File: config.mk
export PLATFORM = sky130hd
export DESIGN_NAME = alarm_denetleyici
export DESIGN_NICKNAME = d
export VERILOG_FILES = /design/src/rtl/alarm_pkg.sv /design/src/rtl/periyot_sayaci.sv /design/src/rtl/alarm_denetleyici.sv
export SDC_FILE = /design/constraint.sdc
export NUM_CORES = 1
export LEC_CHECK = 0
export CORE_ASPECT_RATIO = 0.8
export CORE_UTILIZATION = 52
export CTS_CLUSTER_DIAMETER = 50
export DETAILED_ROUTE_END_ITERATION = 8
export PLACE_DENSITY = 0.91
export SKIP_CTS_REPAIR_TIMING = 1
export SYNTH_ARGS = -nofsm -noshare
export SYNTH_HDL_FRONTEND = slang
export SYNTH_SLANG_ARGS = --single-unit
File: constraint.sdc
create_clock -name saat -period 2.7 [get_ports saat]
set_input_delay 0.675 -clock saat [delete_from_list [all_inputs] [get_ports saat]]
set_output_delay 0.675 -clock saat [all_outputs]
set_load 0.05 [all_outputs]
File: src/rtl/alarm_pkg.sv
// Shared types and widths for the temperature alarm controller.
package alarm_pkg;

  typedef enum logic [2:0] {
    BOSTA,
    ISTEK,
    YAZ,
    KONTROL,
    BEKLE
  } durum_t;

  localparam int SICAKLIK_W = 7;
  localparam int SAYI_W     = 8;

endpackage

File: src/rtl/periyot_sayaci.sv
// Loadable down-counter producing a one-cycle tick every PERIYOT cycles
// while running; a load restarts the count from PERIYOT-1.
module periyot_sayaci #(
  parameter int PERIYOT = 1000
) (
  input  logic clk_i,
  input  logic rst_ni,
  input  logic calis_i,
  input  logic yukle_i,
  output logic tick_o
);

  localparam int SW = (PERIYOT > 1) ? $clog2(PERIYOT) : 1;
  localparam logic [SW-1:0] YUKLE_DEGER = SW'(PERIYOT - 1);

  logic [SW-1:0] sayac_q, sayac_d;

  // Next count: load wins, otherwise count down and wrap to the reload value.
  always_comb begin
    sayac_d = sayac_q;
    if (yukle_i) begin
      sayac_d = YUKLE_DEGER;
    end else if (calis_i) begin
      sayac_d = (sayac_q == '0) ? YUKLE_DEGER : sayac_q - SW'(1);
    end
  end

  // Counter register.
  always_ff @(posedge clk_i or negedge rst_ni) begin
    if (!rst_ni) begin
      sayac_q <= '0;
    end else begin
      sayac_q <= sayac_d;
    end
  end

  assign tick_o = calis_i && !yukle_i && (sayac_q == '0);

endmodule

File: src/rtl/alarm_denetleyici.sv
// Sequencer for the temperature-averaging/alarm datapath: sensor request
// handshake with timeout, one-cycle write strobe to the datapath, warm-up
// qualification and a latched alarm cleared by software acknowledge.
// Optional macro ALARM_ARDISIK_EN: alarm requires two consecutive qualified
// evaluations with dp_alarm=1 instead of one.
module alarm_denetleyici
  import alarm_pkg::*;
#(
  parameter int PERIYOT     = 1000,
  parameter int ZAMAN_ASIMI = 16,
  parameter int ISINMA      = 4
) (
  input  logic                  saat,
  input  logic                  reset,
  input  logic                  etkin,
  output logic                  olcum_istek,
  input  logic                  olcum_gecerli,
  input  logic [SICAKLIK_W-1:0] olcum_veri,
  output logic [SICAKLIK_W-1:0] dp_sicaklik,
  output logic                  dp_yaz,
  output logic                  dp_temizle,
  input  logic                  dp_alarm,
  input  logic                  alarm_onay,
  output logic                  alarm,
  output logic                  hata,
  output logic [SAYI_W-1:0]     ornek_sayisi
);

  localparam int ZW = $clog2(ZAMAN_ASIMI + 1);
  localparam int IW = $clog2(ISINMA + 1);
  localparam logic [ZW-1:0] ZAMAN_SON  = ZW'(ZAMAN_ASIMI - 1);
  localparam logic [IW-1:0] ISINMA_TAM = IW'(ISINMA);

  durum_t                durum_q, durum_d;
  logic [ZW-1:0]         zaman_q, zaman_d;
  logic [IW-1:0]         isinma_q, isinma_d;
  logic [SICAKLIK_W-1:0] sicaklik_q, sicaklik_d;
  logic [SAYI_W-1:0]     sayi_q, sayi_d;
  logic                  temizle_q, temizle_d;
  logic                  alarm_q, alarm_d;
  logic                  hata_q, hata_d;
  logic                  son_durum_q, son_durum_d;
`ifdef ALARM_ARDISIK_EN
  logic                  ardisik_q, ardisik_d;
`endif

  logic yukle, tick, zaman_asti, alarm_kur, nitelikli;

  periyot_sayaci #(
    .PERIYOT(PERIYOT)
  ) u_periyot (
    .clk_i  (saat),
    .rst_ni (reset),
    .calis_i(etkin),
    .yukle_i(yukle),
    .tick_o (tick)
  );

  // Next-state and register updates; dropping etkin forces BOSTA from any state.
  always_comb begin
    durum_d     = durum_q;
    zaman_d     = '0;
    isinma_d    = isinma_q;
    sicaklik_d  = sicaklik_q;
    sayi_d      = sayi_q;
    temizle_d   = 1'b0;
    son_durum_d = son_durum_q;
    yukle       = 1'b0;
    zaman_asti  = 1'b0;
    alarm_kur   = 1'b0;
    nitelikli   = 1'b0;
`ifdef ALARM_ARDISIK_EN
    ardisik_d   = ardisik_q;
`endif
    if (!etkin) begin
      durum_d = BOSTA;
    end else begin
      case (durum_q)
        BOSTA: begin
          // First enabled cycle clears history; the next one starts requesting.
          if (!temizle_q) begin
            temizle_d = 1'b1;
            isinma_d  = '0;
          end else begin
            durum_d = ISTEK;
            yukle   = 1'b1;
          end
        end
        ISTEK: begin
          if (olcum_gecerli) begin
            sicaklik_d = olcum_veri;
            durum_d    = YAZ;
          end else if (zaman_q == ZAMAN_SON) begin
            zaman_asti = 1'b1;
            durum_d    = BEKLE;
          end else begin
            zaman_d = zaman_q + ZW'(1);
          end
        end
        YAZ: begin
          sayi_d = sayi_q + SAYI_W'(1);
          if (isinma_q != ISINMA_TAM) isinma_d = isinma_q + IW'(1);
          durum_d = KONTROL;
        end
        KONTROL: begin
          son_durum_d = dp_alarm;
          nitelikli   = (isinma_q == ISINMA_TAM);
`ifdef ALARM_ARDISIK_EN
          ardisik_d   = nitelikli && dp_alarm;
          alarm_kur   = nitelikli && dp_alarm && ardisik_q;
`else
          alarm_kur   = nitelikli && dp_alarm;
`endif
          durum_d     = BEKLE;
        end
        BEKLE: begin
          if (tick) durum_d = ISTEK;
        end
        default: durum_d = BOSTA;
      endcase
    end
`ifdef ALARM_ARDISIK_EN
    if (zaman_asti || durum_d == BOSTA) ardisik_d = 1'b0;
`endif
    // Set beats acknowledge for both sticky flags.
    hata_d  = zaman_asti ? 1'b1 : (alarm_onay ? 1'b0 : hata_q);
    alarm_d = alarm_kur ? 1'b1 : ((alarm_onay && !son_durum_q) ? 1'b0 : alarm_q);
  end

  // State and datapath registers, all cleared asynchronously.
  always_ff @(posedge saat or negedge reset) begin
    if (!reset) begin
      durum_q     <= BOSTA;
      zaman_q     <= '0;
      isinma_q    <= '0;
      sicaklik_q  <= '0;
      sayi_q      <= '0;
      temizle_q   <= 1'b0;
      alarm_q     <= 1'b0;
      hata_q      <= 1'b0;
      son_durum_q <= 1'b0;
`ifdef ALARM_ARDISIK_EN
      ardisik_q   <= 1'b0;
`endif
    end else begin
      durum_q     <= durum_d;
      zaman_q     <= zaman_d;
      isinma_q    <= isinma_d;
      sicaklik_q  <= sicaklik_d;
      sayi_q      <= sayi_d;
      temizle_q   <= temizle_d;
      alarm_q     <= alarm_d;
      hata_q      <= hata_d;
      son_durum_q <= son_durum_d;
`ifdef ALARM_ARDISIK_EN
      ardisik_q   <= ardisik_d;
`endif
    end
  end

  assign olcum_istek  = (durum_q == ISTEK);
  assign dp_yaz       = (durum_q == YAZ) && etkin;
  assign dp_temizle   = temizle_q;
  assign dp_sicaklik  = sicaklik_q;
  assign alarm        = alarm_q;
  assign hata         = hata_q;
  assign ornek_sayisi = sayi_q;

endmodule
==> results of run 1 <==
-- layout make-up --
| class | instances | area (um^2) |
|---|---|---|
| Fill cell | 270 | 1140 |
| Multi-Input combinational cell | 119 | 837 |
| Timing Repair Buffer | 35 | 348 |
| Clock buffer | 6 | 72.6 |
| Tap cell | 42 | 52.6 |
| Inverter | 5 | 18.8 |
| Sequential cell | 40 | 1000 |
| Clock inverter | 1 | 5.00 |
-- synth_stat cells, types with 2 or more instances --
| cell type | n |
|---|---|
| or2_2 | 2 |
| nand4_1 | 3 |
| nor2b_1 | 2 |
| nand2b_1 | 4 |
| and3_1 | 2 |
| mux2_2 | 9 |
| xor2_1 | 3 |
| o31ai_1 | 2 |
| nand3_1 | 6 |
| inv_1 | 5 |
| a21oi_1 | 6 |
| nand2_1 | 5 |
| ha_1 | 5 |
| and2_1 | 2 |
| xnor2_1 | 6 |
| or3b_2 | 2 |
| buf_2 | 2 |
| o21ai_0 | 10 |
| nor4_1 | 4 |
| or4_1 | 2 |
| dfrtp_1 | 40 |
| nor3_1 | 5 |
| or3_1 | 2 |
| buf_6 | 2 |
| a31oi_1 | 5 |
| clkbuf_1 | 4 |
| nor2_1 | 13 |
| o31a_1 | 2 |
-- report_power, final --
group	switching, mW	internal, mW
sequential	0.155	0.744
combinational	0.548	0.349
clock	0.188	0.175
-- state kept, by name (all words and copies together), names as in the netlist --
| signal | flops |
|---|---|
| ornek_sayisi | 8 |
| durum_q | 3 |
| son_durum_q | 1 |
| alarm | 1 |
| u_periyot.sayac_q | 10 |
| zaman_q | 5 |
| dp_sicaklik | 7 |
| hata | 1 |
| dp_temizle | 1 |
| isinma_q | 3 |
-- through the flow --
stage,cell area [um^2],util [%],worst slack [ns],std cells,hold slack (ns)
after detailed placement,2260,65.0,0.228,241,0.461
after CTS,2330,67.3,0.132,248,0.473
after global placement,2260,65.0,0.309,241,0.449
after floorplan,1910,-,0.518,173,0.379
after global routing,2330,67.3,0.0329,248,0.509
final,2330,67.3,0.139,248,0.475
-- critical path: stages, from the launching register on --
cell and delay, ns:
dfrtp_1 0.48, nor2_1 0.16, and2_1 0.16, clkdlybuf4s50_1 0.80
-- kinds of logic after synthesis --
family	Yosys count	share of synthesized area (%)
buf+inv	14	3.86
compound gates	37	13.7
simple gates	59	17.3
xor+xnor	9	4.12
mux	9	5.30
fa+ha+maj	5	3.27
flops	40	52.4
-- cell usage in the layout (no fill, tap or decap), drive strengths merged, types with 2 or more instances in the layout --
cell type / n
xor2: 3
or3b: 2
ha: 5
buf: 5
o21ai: 12
or2: 2
nor3: 5
dfrtp: 40
and3: 2
mux2: 9
nand3: 6
o31a: 2
clkbuf: 6
a21oi: 6
nor2: 13
or3: 2
clkdlybuf4s50: 30
nor2b: 2
o31ai: 2
a31oi: 5
nand2b: 4
inv: 5
xnor2: 6
nor4: 4
nand4: 3
and2: 3
nand2: 5
or4: 2
o311ai: 2
-- metal layers --
layer	share of wire (%)	global-route usage (%)	wire [um]
met1	45	30.3	1690
met2	46	33.0	1730
met3	7.3	6.34	275
met4	1.8	9.43	66
met5	0	0	0
-- worst paths after layout --
path | end | depth (start not counted) | slack (ns)
worst max-delay path | olcum_istek | 3 | 0.14
worst min-delay path | zaman_q[0] | 1 | 0.48
worst max register to register | u_periyot.sayac_q[5] | 6 | 0.59
worst min register to register | zaman_q[0] | 1 | 0.48
max in group asynchronous | u_periyot.sayac_q[9] | 1 | 1.65
min in group asynchronous | zaman_q[4] | 1 | 0.50
==> flow_metrics.env, run 1 <==
export IMPL_total_power_mw=2.16
export IMPL_synth_cell_type_count=46
export IMPL_worstReg2RegStart="u_periyot.sayac_q[0]"
export IMPL_yosys_warnings=0
export IMPL_post_drt_via_cell_ratio=5.90
export IMPL_cts_path_max_buffers=2
export IMPL_die_area_mm2=0.00392
export IMPL_antenna_cells=0
export IMPL_drv_cap=0
export IMPL_start_kind="flip-flop"
export IMPL_insertion_delay_ns=0.29
export IMPL_initial_core_util_pct=55.1
export IMPL_coreArea_mm2=0.00347
export IMPL_clkSlewWorstSetupHoldPaths_ns=0.07
export IMPL_num_vias=1462
export IMPL_grt_overflow=0
export IMPL_nets=224
export IMPL_synth_nets=191
export IMPL_antenna_found_initial=0
export IMPL_yosys_register_bits=40
export IMPL_yosys_top_cells_area="dfrtp_1, mux2_2, ha_1, xnor2_1, o21ai_0"
export IMPL_cts_tree="yes"
export IMPL_synthCells=173
export IMPL_synth_area_mm2=0.00191
export IMPL_firstDrtPassIters=4
export IMPL_num_rows=19
export IMPL_hold_path_class="reg2reg"
export IMPL_wl_mm=3.77
export IMPL_finalHoldViolCount=0
export IMPL_ios=33
export IMPL_grt_pass1_vias=1429
export IMPL_synth_edf_count=0
export IMPL_power_density_mw_per_mm2=925
export IMPL_cts_inserted_buffers=5
export IMPL_fin_tns_setup_ns=0
export IMPL_crit_required_ns=2.03
export IMPL_drive_above_1_share_pct=13.1
export IMPL_finalCriticalPeriod_ns=2.56
export IMPL_worstMarginPinSlew_ns=0.872
export IMPL_area_growth_pct=22.1
export IMPL_finalMaxSlewViolations=0
export IMPL_postSynth_asyncResetShare_pct=100
export IMPL_setup_violations=0
export IMPL_die_w_um=69.8
export IMPL_cts_htree_levels=2
export IMPL_outcome="completed"
export IMPL_dp_hpwl_mm=2.72
export IMPL_p_leak_nw=1.00
export IMPL_drt_iter0_markers=77
export IMPL_skew_ns=0.00677
export IMPL_synth_ff_type="dfrtp_1"
export IMPL_port_buffers=32
export IMPL_grt_max_degree=41
export IMPL_root_buffer="clkbuf_8"
export IMPL_yosysSeqAreaShare_pct=52.4
export IMPL_cp_max_fo=10
export IMPL_max_freq_mhz=390
export IMPL_grt_pass1_wl_mm=6.63
export IMPL_peakVddDrop_mv=0.687
export IMPL_min_delay_start="zaman_q[0]"
export IMPL_drc=0
export IMPL_slew_headroom_pct=41.9
export IMPL_cts_num_sinks=40
export IMPL_crit_start="durum_q[1]"
export IMPL_fp_dieH_um=56.2
export IMPL_grt_usage_pct=22.1
export IMPL_yosys_area_top_type="dfrtp_1"
export IMPL_gp_congestion=0.812
export IMPL_ant_nets=0
export IMPL_yosysTopAreaCellShare_pct=52.4
export IMPL_cp_arrival_ns=1.89
export IMPL_end_kind="output port"
export IMPL_rsz0062_at_grt="false"
export IMPL_wl_per_cell_um=15.2
export IMPL_critical_path_class="reg2out"
export IMPL_finalCritPeriodShare_pct=94.9
export IMPL_syn_area_per_cell_um2=11.1
Note: power is estimated with default switching activity, not from simulation.
==> inputs of run 2 (changes only) <==
SLEW_MARGIN = 20   (was default)
==> results of run 2 <==
Same layout as run 1: the final DEF is identical, and so are final timing and power.
